File: src/rtl/arbiter_wrr_if.sv
`default_nettype none
// ============================================================================
//  Module   : arbiter_wrr_if
//  Purpose  : Request/grant bundle between contending masters and the
//             weighted round-robin arbiter.
//  Revision : 1.0 - initial release
// ============================================================================
interface arbiter_wrr_if #(
  parameter int NUM_PORTS = 6,
  parameter int WEIGHT_W  = 4
);
  localparam int IDX_W = (NUM_PORTS > 1) ? $clog2(NUM_PORTS) : 1;

  logic [NUM_PORTS-1:0]          request;
  logic [NUM_PORTS-1:0]          lock;
  logic [NUM_PORTS*WEIGHT_W-1:0] weight;
  logic [NUM_PORTS-1:0]          grant;
  logic [IDX_W-1:0]              grant_idx;
  logic                          active;

  // Requesters drive request/lock/weight and observe the grant.
  modport master (
    output request, lock, weight,
    input  grant, grant_idx, active
  );

  // The arbiter consumes requests and produces the grant.
  modport slave (
    input  request, lock, weight,
    output grant, grant_idx, active
  );
endinterface
`default_nettype wire

File: src/rtl/arbiter_wrr.sv
`default_nettype none
// ============================================================================
//  Module   : arbiter_wrr
//  Purpose  : Weighted round-robin arbiter. Each winner owns the resource for
//             max(weight,1) consecutive cycles; an owner asserting lock holds
//             the grant indefinitely with its remaining quantum frozen.
//  Revision : 1.0 - initial release
// ============================================================================
module arbiter_wrr #(
  parameter int NUM_PORTS = 6,
  parameter int WEIGHT_W  = 4
) (
  input  wire logic      clk,
  input  wire logic      rst,
  arbiter_wrr_if.slave   bus
);
  localparam int IDX_W = (NUM_PORTS > 1) ? $clog2(NUM_PORTS) : 1;

  logic [NUM_PORTS-1:0] grant_q, grant_d;
  logic [IDX_W-1:0]     grant_idx_q, grant_idx_d;
  logic                 active_q, active_d;
  logic [WEIGHT_W-1:0]  credit_q, credit_d;
  logic [IDX_W-1:0]     last_owner_q, last_owner_d;

  logic                 keep;
  logic                 found;
  logic [IDX_W-1:0]     win;
  logic [WEIGHT_W-1:0]  win_weight;
  int                   cand;

  // Next-state: either the owner keeps the grant, or a round-robin search
  // starting just after the last owner picks the next requester. The last
  // owner sits at the end of the scan so it only wins when alone.
  always_comb begin
    grant_d      = grant_q;
    grant_idx_d  = grant_idx_q;
    active_d     = active_q;
    credit_d     = credit_q;
    last_owner_d = last_owner_q;
    found        = 1'b0;
    win          = '0;
    cand         = 0;

    keep = active_q & bus.request[grant_idx_q] &
           (bus.lock[grant_idx_q] | (credit_q > WEIGHT_W'(1)));

    for (int off = 1; off <= NUM_PORTS; off++) begin
      cand = int'(last_owner_q) + off;
      if (cand >= NUM_PORTS) cand = cand - NUM_PORTS;
      if (!found && bus.request[cand]) begin
        found = 1'b1;
        win   = IDX_W'(cand);
      end
    end

    win_weight = bus.weight[int'(win)*WEIGHT_W +: WEIGHT_W];

    if (keep) begin
      // A locked owner freezes its quantum; otherwise count it down.
      if (!bus.lock[grant_idx_q]) credit_d = credit_q - WEIGHT_W'(1);
    end else if (found) begin
      grant_d      = '0;
      grant_d[win] = 1'b1;
      grant_idx_d  = win;
      active_d     = 1'b1;
      last_owner_d = win;
      credit_d     = (win_weight == '0) ? WEIGHT_W'(1) : win_weight;
    end else begin
      // Nobody asking: go idle but remember who was last served.
      grant_d  = '0;
      active_d = 1'b0;
    end
  end

  // State register; reset points last_owner at the top port so port 0 leads.
  always_ff @(posedge clk) begin
    if (rst) begin
      grant_q      <= '0;
      grant_idx_q  <= '0;
      active_q     <= 1'b0;
      credit_q     <= '0;
      last_owner_q <= IDX_W'(NUM_PORTS - 1);
    end else begin
      grant_q      <= grant_d;
      grant_idx_q  <= grant_idx_d;
      active_q     <= active_d;
      credit_q     <= credit_d;
      last_owner_q <= last_owner_d;
    end
  end

  assign bus.grant     = grant_q;
  assign bus.grant_idx = grant_idx_q;
  assign bus.active    = active_q;
endmodule
`default_nettype wire
File: src/flat_wrapper.sv
// flat-port wrapper written by rule: the top's interface ports become plain ports
module arbiter_wrr_flat 
#(
  parameter int NUM_PORTS = 6,
  parameter int WEIGHT_W  = 4
)
  (clk, rst, bus_request, bus_lock, bus_weight, bus_grant, bus_grant_idx, bus_active);
  arbiter_wrr_if #(.NUM_PORTS(NUM_PORTS), .WEIGHT_W(WEIGHT_W)) bus_i ();
  input  wire logic clk;
  input  wire logic rst;
  input wire logic [$bits(bus_i.request)-1:0] bus_request;
  input wire logic [$bits(bus_i.lock)-1:0] bus_lock;
  input wire logic [$bits(bus_i.weight)-1:0] bus_weight;
  output wire logic [$bits(bus_i.grant)-1:0] bus_grant;
  output wire logic [$bits(bus_i.grant_idx)-1:0] bus_grant_idx;
  output wire logic [$bits(bus_i.active)-1:0] bus_active;
  assign bus_i.request = bus_request;
  assign bus_i.lock = bus_lock;
  assign bus_i.weight = bus_weight;
  assign bus_grant = bus_i.grant;
  assign bus_grant_idx = bus_i.grant_idx;
  assign bus_active = bus_i.active;
  arbiter_wrr #(.NUM_PORTS(NUM_PORTS), .WEIGHT_W(WEIGHT_W)) u_core (.clk(clk), .rst(rst), .bus(bus_i));
endmodule
File: config.mk
export PLATFORM = sky130hd
export DESIGN_NAME = arbiter_wrr_flat
export DESIGN_NICKNAME = d
export VERILOG_FILES = /design/src/rtl/arbiter_wrr_if.sv /design/src/rtl/arbiter_wrr.sv /design/src/flat_wrapper.sv
export SDC_FILE = /design/constraint.sdc
export NUM_CORES = 1
export LEC_CHECK = 0
export ABC_AREA = 1
export ABC_CLOCK_PERIOD_IN_PS = 3800
export CAP_MARGIN = 25
export CORE_MARGIN = 2
export CORE_UTILIZATION = 42
export CTS_BUF_LIST = sky130_fd_sc_hd__clkbuf_4 sky130_fd_sc_hd__clkbuf_8
export CTS_CLUSTER_SIZE = 8
export DETAILED_ROUTE_END_ITERATION = 10
export PLACE_DENSITY = 0.69
export SYNTH_ARGS = -nofsm -noshare
export SYNTH_HDL_FRONTEND = slang
export SYNTH_SLANG_ARGS = --single-unit
export TNS_END_PERCENT = 50
File: constraint.sdc
create_clock -name clk -period 3.8 [get_ports clk]
set_clock_uncertainty 0.15 [all_clocks]
set_input_delay 0.76 -clock clk [delete_from_list [all_inputs] [get_ports clk]]
set_output_delay 0.76 -clock clk [all_outputs]
set_load 0.03 [all_outputs]
==> results of run 1 <==
flip-flops by register name, summed over array words and instances, names as in the netlist:
signal / flops
u_core.credit_q: 4
u_core.bus.grant: 6
u_core.bus.active: 1
u_core.last_owner_q: 3
u_core.bus.grant_idx: 2
layout make-up:
class | count | area [um2]
Fill cell | 471 | 2070
Multi-Input combinational cell | 281 | 1460
Timing Repair Buffer | 53 | 515
Sequential cell | 16 | 322
Inverter | 45 | 169
Tap cell | 54 | 67.6
Clock buffer | 4 | 55.1
metal layers:
metal  global-route usage  routed length, um  up-vias
li1                     -                  -     1236
met1                0.273               2620     1012
met2                0.375               2540       76
met3               0.0373                273       10
met4               0.0453                 70        0
met5                    0                  0        -
tightest hold or removal path, delay by kind of cell (launching register included):
kind             cells  cell delay (ps)
AO/OA/AOI/OAI        1               50
AND/OR/NAND/NOR      1               60
flip-flops           1              310
cell usage in the layout (no fill, tap or decap):
cell type        synthesis  routed
nand2_1                120     120
clkdlybuf4s50_1          0      47
nand3_1                 44      44
inv_1                   38      38
o21ai_0                 20      20
a21oi_1                 20      20
dfxtp_1                 16      15
nor2_1                  14      14
ha_1                    14      13
nand2_2                 10       9
inv_2                    6       6
o21ai_1                  6       6
nand4_1                  6       6
buf_4                    2       6
clkbuf_8                 0       4
nand2_4                  2       3
nor2_4                   3       3
and2_1                   2       2
o211ai_1                 2       2
o21ai_2                  2       2
o22ai_1                  2       2
xor2_1                   2       2
a31oi_1                  2       2
o21bai_1                 1       1
a21oi_2                  1       1
nand3_2                  1       1
o2111ai_1                1       1
a31o_2                   1       1
nand4_2                  1       1
nor2_2                   1       1
clkinv_1                 1       1
or2_2                    1       1
a22oi_1                  1       1
nand3b_1                 1       1
ha_2                     0       1
dfxtp_2                  0       1
path summary, 6_finish.rpt:
path | start | to
min | u_core.bus.grant[2]$_SDFFE_PP0N_ | u_core.bus.grant[2]$_SDFFE_PP0N_
min reg2reg | u_core.bus.grant[2]$_SDFFE_PP0N_ | u_core.bus.grant[2]$_SDFFE_PP0N_
max reg2reg | u_core.last_owner_q[0]$_SDFFE_PP1P_ | u_core.bus.grant[5]$_SDFFE_PP0N_
max | u_core.last_owner_q[0]$_SDFFE_PP1P_ | u_core.bus.grant[5]$_SDFFE_PP0N_
stage by stage:
step | cell area (um2) | hold WS, ps
finish | 2590 | 314
global route | 2590 | 333
CTS | 2580 | 320
detailed placement | 2530 | 309
global placement | 2530 | 309
floorplan | 2010 | 362
cells by family after synthesis:
family | Yosys count
XOR/XNOR | 2
adder cells (fa/ha/maj) | 14
buffers and inverters | 54
flip-flops | 16
AO/OA/AOI/OAI | 59
AND/OR/NAND/NOR | 206
==> flow_summary.json, run 1 <==
{
  "post_cts_buffers": 0,
  "clk_pin_slew_ps": 60,
  "grt_pass1_vias": 2181,
  "coreArea_um2": 4660,
  "grt_max_degree": 15,
  "holdBufCountCts": 0,
  "h-tree-depth": 1,
  "clk_latency_ps": 250,
  "synth_xor_xnor_area_share": 0.00870,
  "cts_tree": "yes",
  "synth_top_family_by_area": "simple AND/OR/NAND/NOR gates",
  "r2r_slack_ps": 430,
  "rows": 25,
  "ctsResizeCount": 0,
  "cts_root_buf": "clkbuf_8",
  "maxCapViolations": 0,
  "final_cells": 453,
  "layout-drive-gt1-share": 0.103,
  "area_growth_pct": 28.8,
  "place_inst": 449,
  "cp_num_buf_inv": 3,
  "setup_violations": 0,
  "worst_hold_path.num_cells": 2,
  "nets": 452,
  "hp-class": "reg -> reg",
  "critical_path_class": "reg -> reg",
  "clock_path_buffers": 2,
  "wire_per_inst_um": 12.1,
  "drt_pass1_iterations": 4,
  "muxShareOfSynthArea": 0,
  "ys_seq_area_frac": 0.159,
  "final_util": 0.556,
  "post-synth-top-area-fraction": 0.224,
  "synth_cells": 351,
  "cts.sinks": 16,
  "worstMarginPinSlew_ps": 395,
  "die_y_um": 73.2,
  "die_w_um": 73.2,
  "drc_errors": 0,
  "cts-buffers-inserted": 3,
  "gp_congestion": 0.892,
  "critical_path.slowest_cell": "ha_2",
  "ys_ff_latch": 16,
  "via_per_inst": 5.15,
  "vias": 2334,
  "syn_area_um2": 2010,
  "dp_slack_ps": 194,
  "cp-end-kind": "flop",
  "postSynthNetCount": 403,
  "crit_family": "simple AND/OR/NAND/NOR gates",
  "synth-compound-area-share": 0.163,
  "ys_types": 35,
  "cp_common_cell": "nand2_1",
  "ant_nets": 0,
  "cp.depth": 20,
  "maxSlewHeadroom": 0.736,
  "ioPinCount": 48,
  "synth_ff_type": "dfxtp_1",
  "fmax_ghz": 0.297,
  "cp_data_arrival_time_ps": 3400,
  "synth_area_leaders": "nand2_1 22%, dfxtp_1 16%, nand3_1 11%, ha_1 8.7%, inv_1 7.1%",
  "synthArstFlopShare": 0,
  "maxSlewViolCount": 0,
  "die-area_um2": 5360,
  "crit_chain": "inv_2 > ha_2 > ha_1 > inv_1 > nand2_1 > nand3_1 > nand2_1 > nand2_2 > nand2_2 > nor2_4 > nand2_1 > nand2_1 > nand2_1 > nand2_1 > nand2_2 > nand2_4 > inv_1 > nor2_1 > a22oi_1 > nor2_1",
  "cp-start-kind": "flop",
  "grt_usage": 0.214,
  "status": "finished, final reports clean",
  "rsz0062_at_grt": "false",
  "overflow": 0,
  "drtIter0Drc": 177,
  "required_ps": 3830,
  "antennaDiodeCount": 0,
  "port_buffers": 47,
  "synth_most_common_cell": "nand2_1",
  "critPathMaxStageDelay_ps": 470,
  "final.period_utilization": 0.886,
  "synth_fa_ha_area_frac": 0.0870,
  "totalWireLength_mm": 5.50,
  "worstPathMaxFanout": 14,
  "setup_slack_ps": 433,
  "synth_edf_count": 0,
  "yosys.area.top_type": "nand2_1",
  "hold_viol": 0,
  "yosysWarnings": 0,
  "synth_commonest_cells": "120 x nand2_1, 44 x nand3_1, 38 x inv_1",
  "antenna_found_initial": 0,
  "synth-simple-area-share": 0.464,
  "dp_hpwl_mm": 4.30,
  "synth.avg_cell_area_um2": 5.74,
  "rr_worst_depth": 20,
  "fin_crit_ps": 3370,
  "floorplan.initialDensity": 0.432,
  "tns_ps": 0,
  "grt_first_pass_wirelength_mm": 9.29
}
Power of run 1 is not shown: default switching activity piles up to over one toggle a cycle in this logic, so the estimate is an artifact.
==> run 2, diff against run 1 <==
--- a/config.mk
+++ b/config.mk
@@ -8,7 +8,6 @@
 export ABC_AREA = 1
 export ABC_CLOCK_PERIOD_IN_PS = 3800
 export CAP_MARGIN = 25
-export CORE_MARGIN = 2
 export CORE_UTILIZATION = 42
 export CTS_BUF_LIST = sky130_fd_sc_hd__clkbuf_4 sky130_fd_sc_hd__clkbuf_8
 export CTS_CLUSTER_SIZE = 8
==> flow_summary.json, run 2 (same netlist as run 1, synthesis figures left out) <==
{
  "via_per_inst": 5.20,
  "cp-end-kind": "flop",
  "maxSlewViolCount": 0,
  "fmax_ghz": 0.288,
  "gp_congestion": 0.848,
  "wire_per_inst_um": 11.9,
  "violations": "DRC",
  "hold_viol": 0,
  "cp_data_arrival_time_ps": 3500,
  "coreArea_um2": 4470,
  "met2_length_mm": 2.50,
  "final.period_utilization": 0.912,
  "highest_layer": "met4",
  "ioPinCount": 48,
  "die-area_um2": 5070,
  "hp-class": "reg -> reg",
  "grt_max_degree": 17,
  "critical_path_class": "reg -> reg",
  "nets": 451,
  "cts-buffers-inserted": 3,
  "fin_crit_ps": 3470,
  "port_buffers": 47,
  "grt_pass1_vias": 2089,
  "cts.sinks": 16,
  "h-tree-depth": 1,
  "drtIter0Drc": 99,
  "totalWireLength_mm": 5.36,
  "die_y_um": 71.2,
  "vias": 2335,
  "overflow": 0,
  "worstPathMaxFanout": 14,
  "cts_root_buf": "clkbuf_8",
  "clk_pin_slew_ps": 60,
  "ctsResizeCount": 0,
  "rows": 24,
  "tns_ps": 0,
  "grt_usage": 0.219,
  "required_ps": 3840,
  "maxSlewHeadroom": 0.727,
  "rsz0062_at_grt": "false",
  "final_cell_mix": "120 x nand2_1, 47 x clkdlybuf4s50_1, 44 x nand3_1",
  "clk_latency_ps": 250,
  "area_growth_pct": 27.4,
  "wl_met1_mm": 2.54,
  "layout-drive-gt1-share": 0.0982,
  "maxCapViolations": 0,
  "floorplan.initialDensity": 0.450,
  "holdBufCountCts": 0,
  "setup_violations": 0,
  "largest_reg_flops": 6,
  "drt_pass1_iterations": 7,
  "antennaDiodeCount": 0,
  "fillers": 454,
  "dr_wl_met3_um": 285,
  "cp-start-kind": "flop",
  "dp_hpwl_mm": 4.26,
  "grt_first_pass_wirelength_mm": 8.99,
  "antenna_found_initial": 0,
  "cts_tree": "yes",
  "die_w_um": 71.2,
  "ant_nets": 0,
  "drc_errors": 1,
  "post_cts_buffers": 0,
  "worstMarginPinSlew_ps": 410,
  "clock_path_buffers": 2,
  "final_common_cell": "nand2_1",
  "status": "finished with violations"
}
==> run 2: cell types whose count changed in the layout (fill, tap and decap cells not counted), sizes merged <==
cell / delta
clkbuf: -1
buf: -1
==> run 2: critical path, cell delays in order, from the launching register on <==
cell,delay [ps]
dfxtp_1,450
inv_2,120
ha_2,460
ha_1,260
inv_1,50
nand2_1,90
nand3_1,120
nand2_1,70
nand2_2,100
nand2_2,90
nor2_4,150
nand2_1,70
nand2_1,80
nand2_1,50
nand2_1,60
nand2_2,140
nand2_2,240
inv_1,120
nand2_1,70
nand2_1,50
nand2_1,60
nand3_1,90
nor2_1,100
nand2_1,50
a21oi_1,110
==> run 2: through the flow <==
stage               instance area, um2  worst slack [ps]  utilization  cells  hold WS, ps
finish                            2560               334        0.573    449          315
global placement                  2520               298        0.563    446          304
global route                      2560              1.42        0.573    449          348
floorplan                         2010               731            -    351          362
detailed placement                2520               261        0.563    446          309
CTS                               2560               272        0.572    449          321
==> run 2: path summary, 6_finish.rpt <==
| kind | startpoint | end | slack (ps) | depth (start not counted) |
|---|---|---|---|---|
| min reg2reg | u_core.bus.grant[0]$_SDFFE_PP0N_ | u_core.bus.grant[0]$_SDFFE_PP0N_ | 320 | 2 |
| min | u_core.bus.grant[0]$_SDFFE_PP0N_ | u_core.bus.grant[0]$_SDFFE_PP0N_ | 320 | 2 |
| max | u_core.last_owner_q[0]$_SDFFE_PP1P_ | u_core.credit_q[0]$_SDFFE_PP0P_ | 330 | 24 |
| max reg2reg | u_core.last_owner_q[0]$_SDFFE_PP1P_ | u_core.credit_q[0]$_SDFFE_PP0P_ | 330 | 24 |
==> run 2: cell type report <==
class,instances,area [um2],area share
multi-input combinational,281,1460,0.570
tap,52,65.1,0.0254
inverter,45,169,0.0659
timing repair buffer,52,508,0.198
sequential,16,320,0.125
clock buffer,3,41.3,0.0161
==> run 2: per-layer routing <==
metal,global-route usage,up-vias
li1,-,1231
met1,0.282,1040
met2,0.382,60
met3,0.0422,4
met4,0.0444,0
met5,0,-
Power of run 2 is left out for the same reason.
==> run 3, diff against run 2 <==
--- a/config.mk
+++ b/config.mk
@@ -12,6 +12,7 @@
 export CTS_BUF_LIST = sky130_fd_sc_hd__clkbuf_4 sky130_fd_sc_hd__clkbuf_8
 export CTS_CLUSTER_SIZE = 8
 export DETAILED_ROUTE_END_ITERATION = 10
+export GPL_TIMING_DRIVEN = 0
 export PLACE_DENSITY = 0.69
 export SYNTH_ARGS = -nofsm -noshare
 export SYNTH_HDL_FRONTEND = slang
==> flow_summary.json, run 3 (same netlist as run 1, synthesis figures left out) <==
{
  "status": "finished with violations",
  "violations": "DRC",
  "drtIter0Drc": 93,
  "grt_usage": 0.217,
  "grt_first_pass_wirelength_mm": 9.02,
  "cts_tree": "yes",
  "hold_viol": 0,
  "worstMarginPinSlew_ps": 495,
  "required_ps": 3830,
  "coreArea_um2": 4470,
  "via_per_inst": 5.04,
  "cts_root_buf": "clkbuf_8",
  "layout-drive-gt1-share": 0.103,
  "cp_data_arrival_time_ps": 3510,
  "die_y_um": 71.2,
  "fin_crit_ps": 3480,
  "rsz0062_at_grt": "false",
  "h-tree-depth": 1,
  "drc_errors": 1,
  "vias": 2279,
  "wire_per_inst_um": 11.7,
  "gp_congestion": 0.885,
  "startpoint": "u_core.last_owner_q[0]$_SDFFE_PP1P_",
  "nets": 454,
  "rows": 24,
  "hold_path.startpoint": "u_core.bus.grant[4]$_SDFFE_PP0N_",
  "maxSlewHeadroom": 0.669,
  "grt_pass1_vias": 2090,
  "grt_max_degree": 14,
  "ant_nets": 0,
  "clk_pin_slew_ps": 60,
  "maxCapViolations": 0,
  "r2r_slack_ps": 320,
  "antennaDiodeCount": 0,
  "hp-class": "reg -> reg",
  "fmax_ghz": 0.287,
  "ioPinCount": 48,
  "final_common_cell": "nand2_1",
  "critPathMaxStageDelay_ps": 410,
  "tns_ps": 0,
  "cp_common_cell": "nand2_1",
  "antenna_found_initial": 0,
  "largest_reg_flops": 6,
  "final.period_utilization": 0.916,
  "final_cell_mix": "120 x nand2_1, 47 x clkdlybuf4s50_1, 44 x nand3_1",
  "die_w_um": 71.2,
  "dp_hpwl_mm": 4.23,
  "die-area_um2": 5070,
  "setup_violations": 0,
  "area_growth_pct": 29.1,
  "port_buffers": 47,
  "cp-end-kind": "flop",
  "worstPathMaxFanout": 9,
  "cp-start-kind": "flop",
  "cts-buffers-inserted": 3,
  "timing.rr.start": "u_core.last_owner_q[0]$_SDFFE_PP1P_",
  "crit_chain": "buf_6 > inv_2 > ha_1 > buf_2 > inv_1 > ha_1 > nand2_1 > nand2_1 > inv_1 > nand3_1 > nand2_1 > nor2_2 > nand4_1 > nand2_1 > nor2_1 > nor2_4 > nor2_4 > nand2_1 > nand3_1 > nor2_1 > nand2_1 > a21oi_1",
  "floorplan.initialDensity": 0.450,
  "cts.sinks": 16,
  "critical_path_class": "reg -> reg",
  "overflow": 0,
  "clk_latency_ps": 240,
  "critical_path.slowest_cell": "dfxtp_1",
  "maxSlewViolCount": 0,
  "totalWireLength_mm": 5.28,
  "drt_pass1_iterations": 7,
  "post_cts_buffers": 0,
  "clock_path_buffers": 2
}
[run 3: timing repair]
item | in CTS | in global routing
endpoints found under the setup margin | 0 | 11
hold buffers | 0 | 0
gates resized for setup | 0 | 4
[run 3: layer usage]
layer,GRT usage,vias to the layer above,share of wire
li1,-,1239,-
met1,0.278,980,0.46
met2,0.399,58,0.48
met3,0.0281,2,0.057
met4,0.0244,0,0.0025
met5,0,-,0
[run 3: final timing paths]
kind	end	cells after the start
worst min register to register	u_core.bus.grant[4]$_SDFFE_PP0N_	2
worst max-delay path	u_core.credit_q[0]$_SDFFE_PP0P_	22
worst max register to register	u_core.credit_q[0]$_SDFFE_PP0P_	22
worst min-delay path	u_core.bus.grant[4]$_SDFFE_PP0N_	2
[run 3: worst max-delay path: cells and delay by family (launching register included)]
kind / cells / cell delay (ps)
fa+ha+maj: 2 / 620
flops: 1 / 410
buf+inv: 5 / 620
simple gates: 14 / 1490
compound gates: 1 / 100
[run 3: stage by stage]
step	cell area, um2	setup WS [ps]	cells	utilization	hold WS (ps)
2_1_floorplan	2010	731	351	-	362
5_1_grt	2600	19.6	452	0.581	332
3_5_place_dp	2550	161	450	0.570	308
4_1_cts	2590	131	453	0.579	317
3_3_place_gp	2550	224	450	0.570	305
6_report	2600	320	452	0.581	316
[run 3: final cells by class]
cell class	count	area, um2
buffer	8	62.6
tap	52	65.1
clock buffer	3	41.3
multi-input combinational	281	1470
timing repair buffer	47	470
fill	469	1870
sequential	16	324
inverter	45	169
Power of run 3 is left out for the same reason.
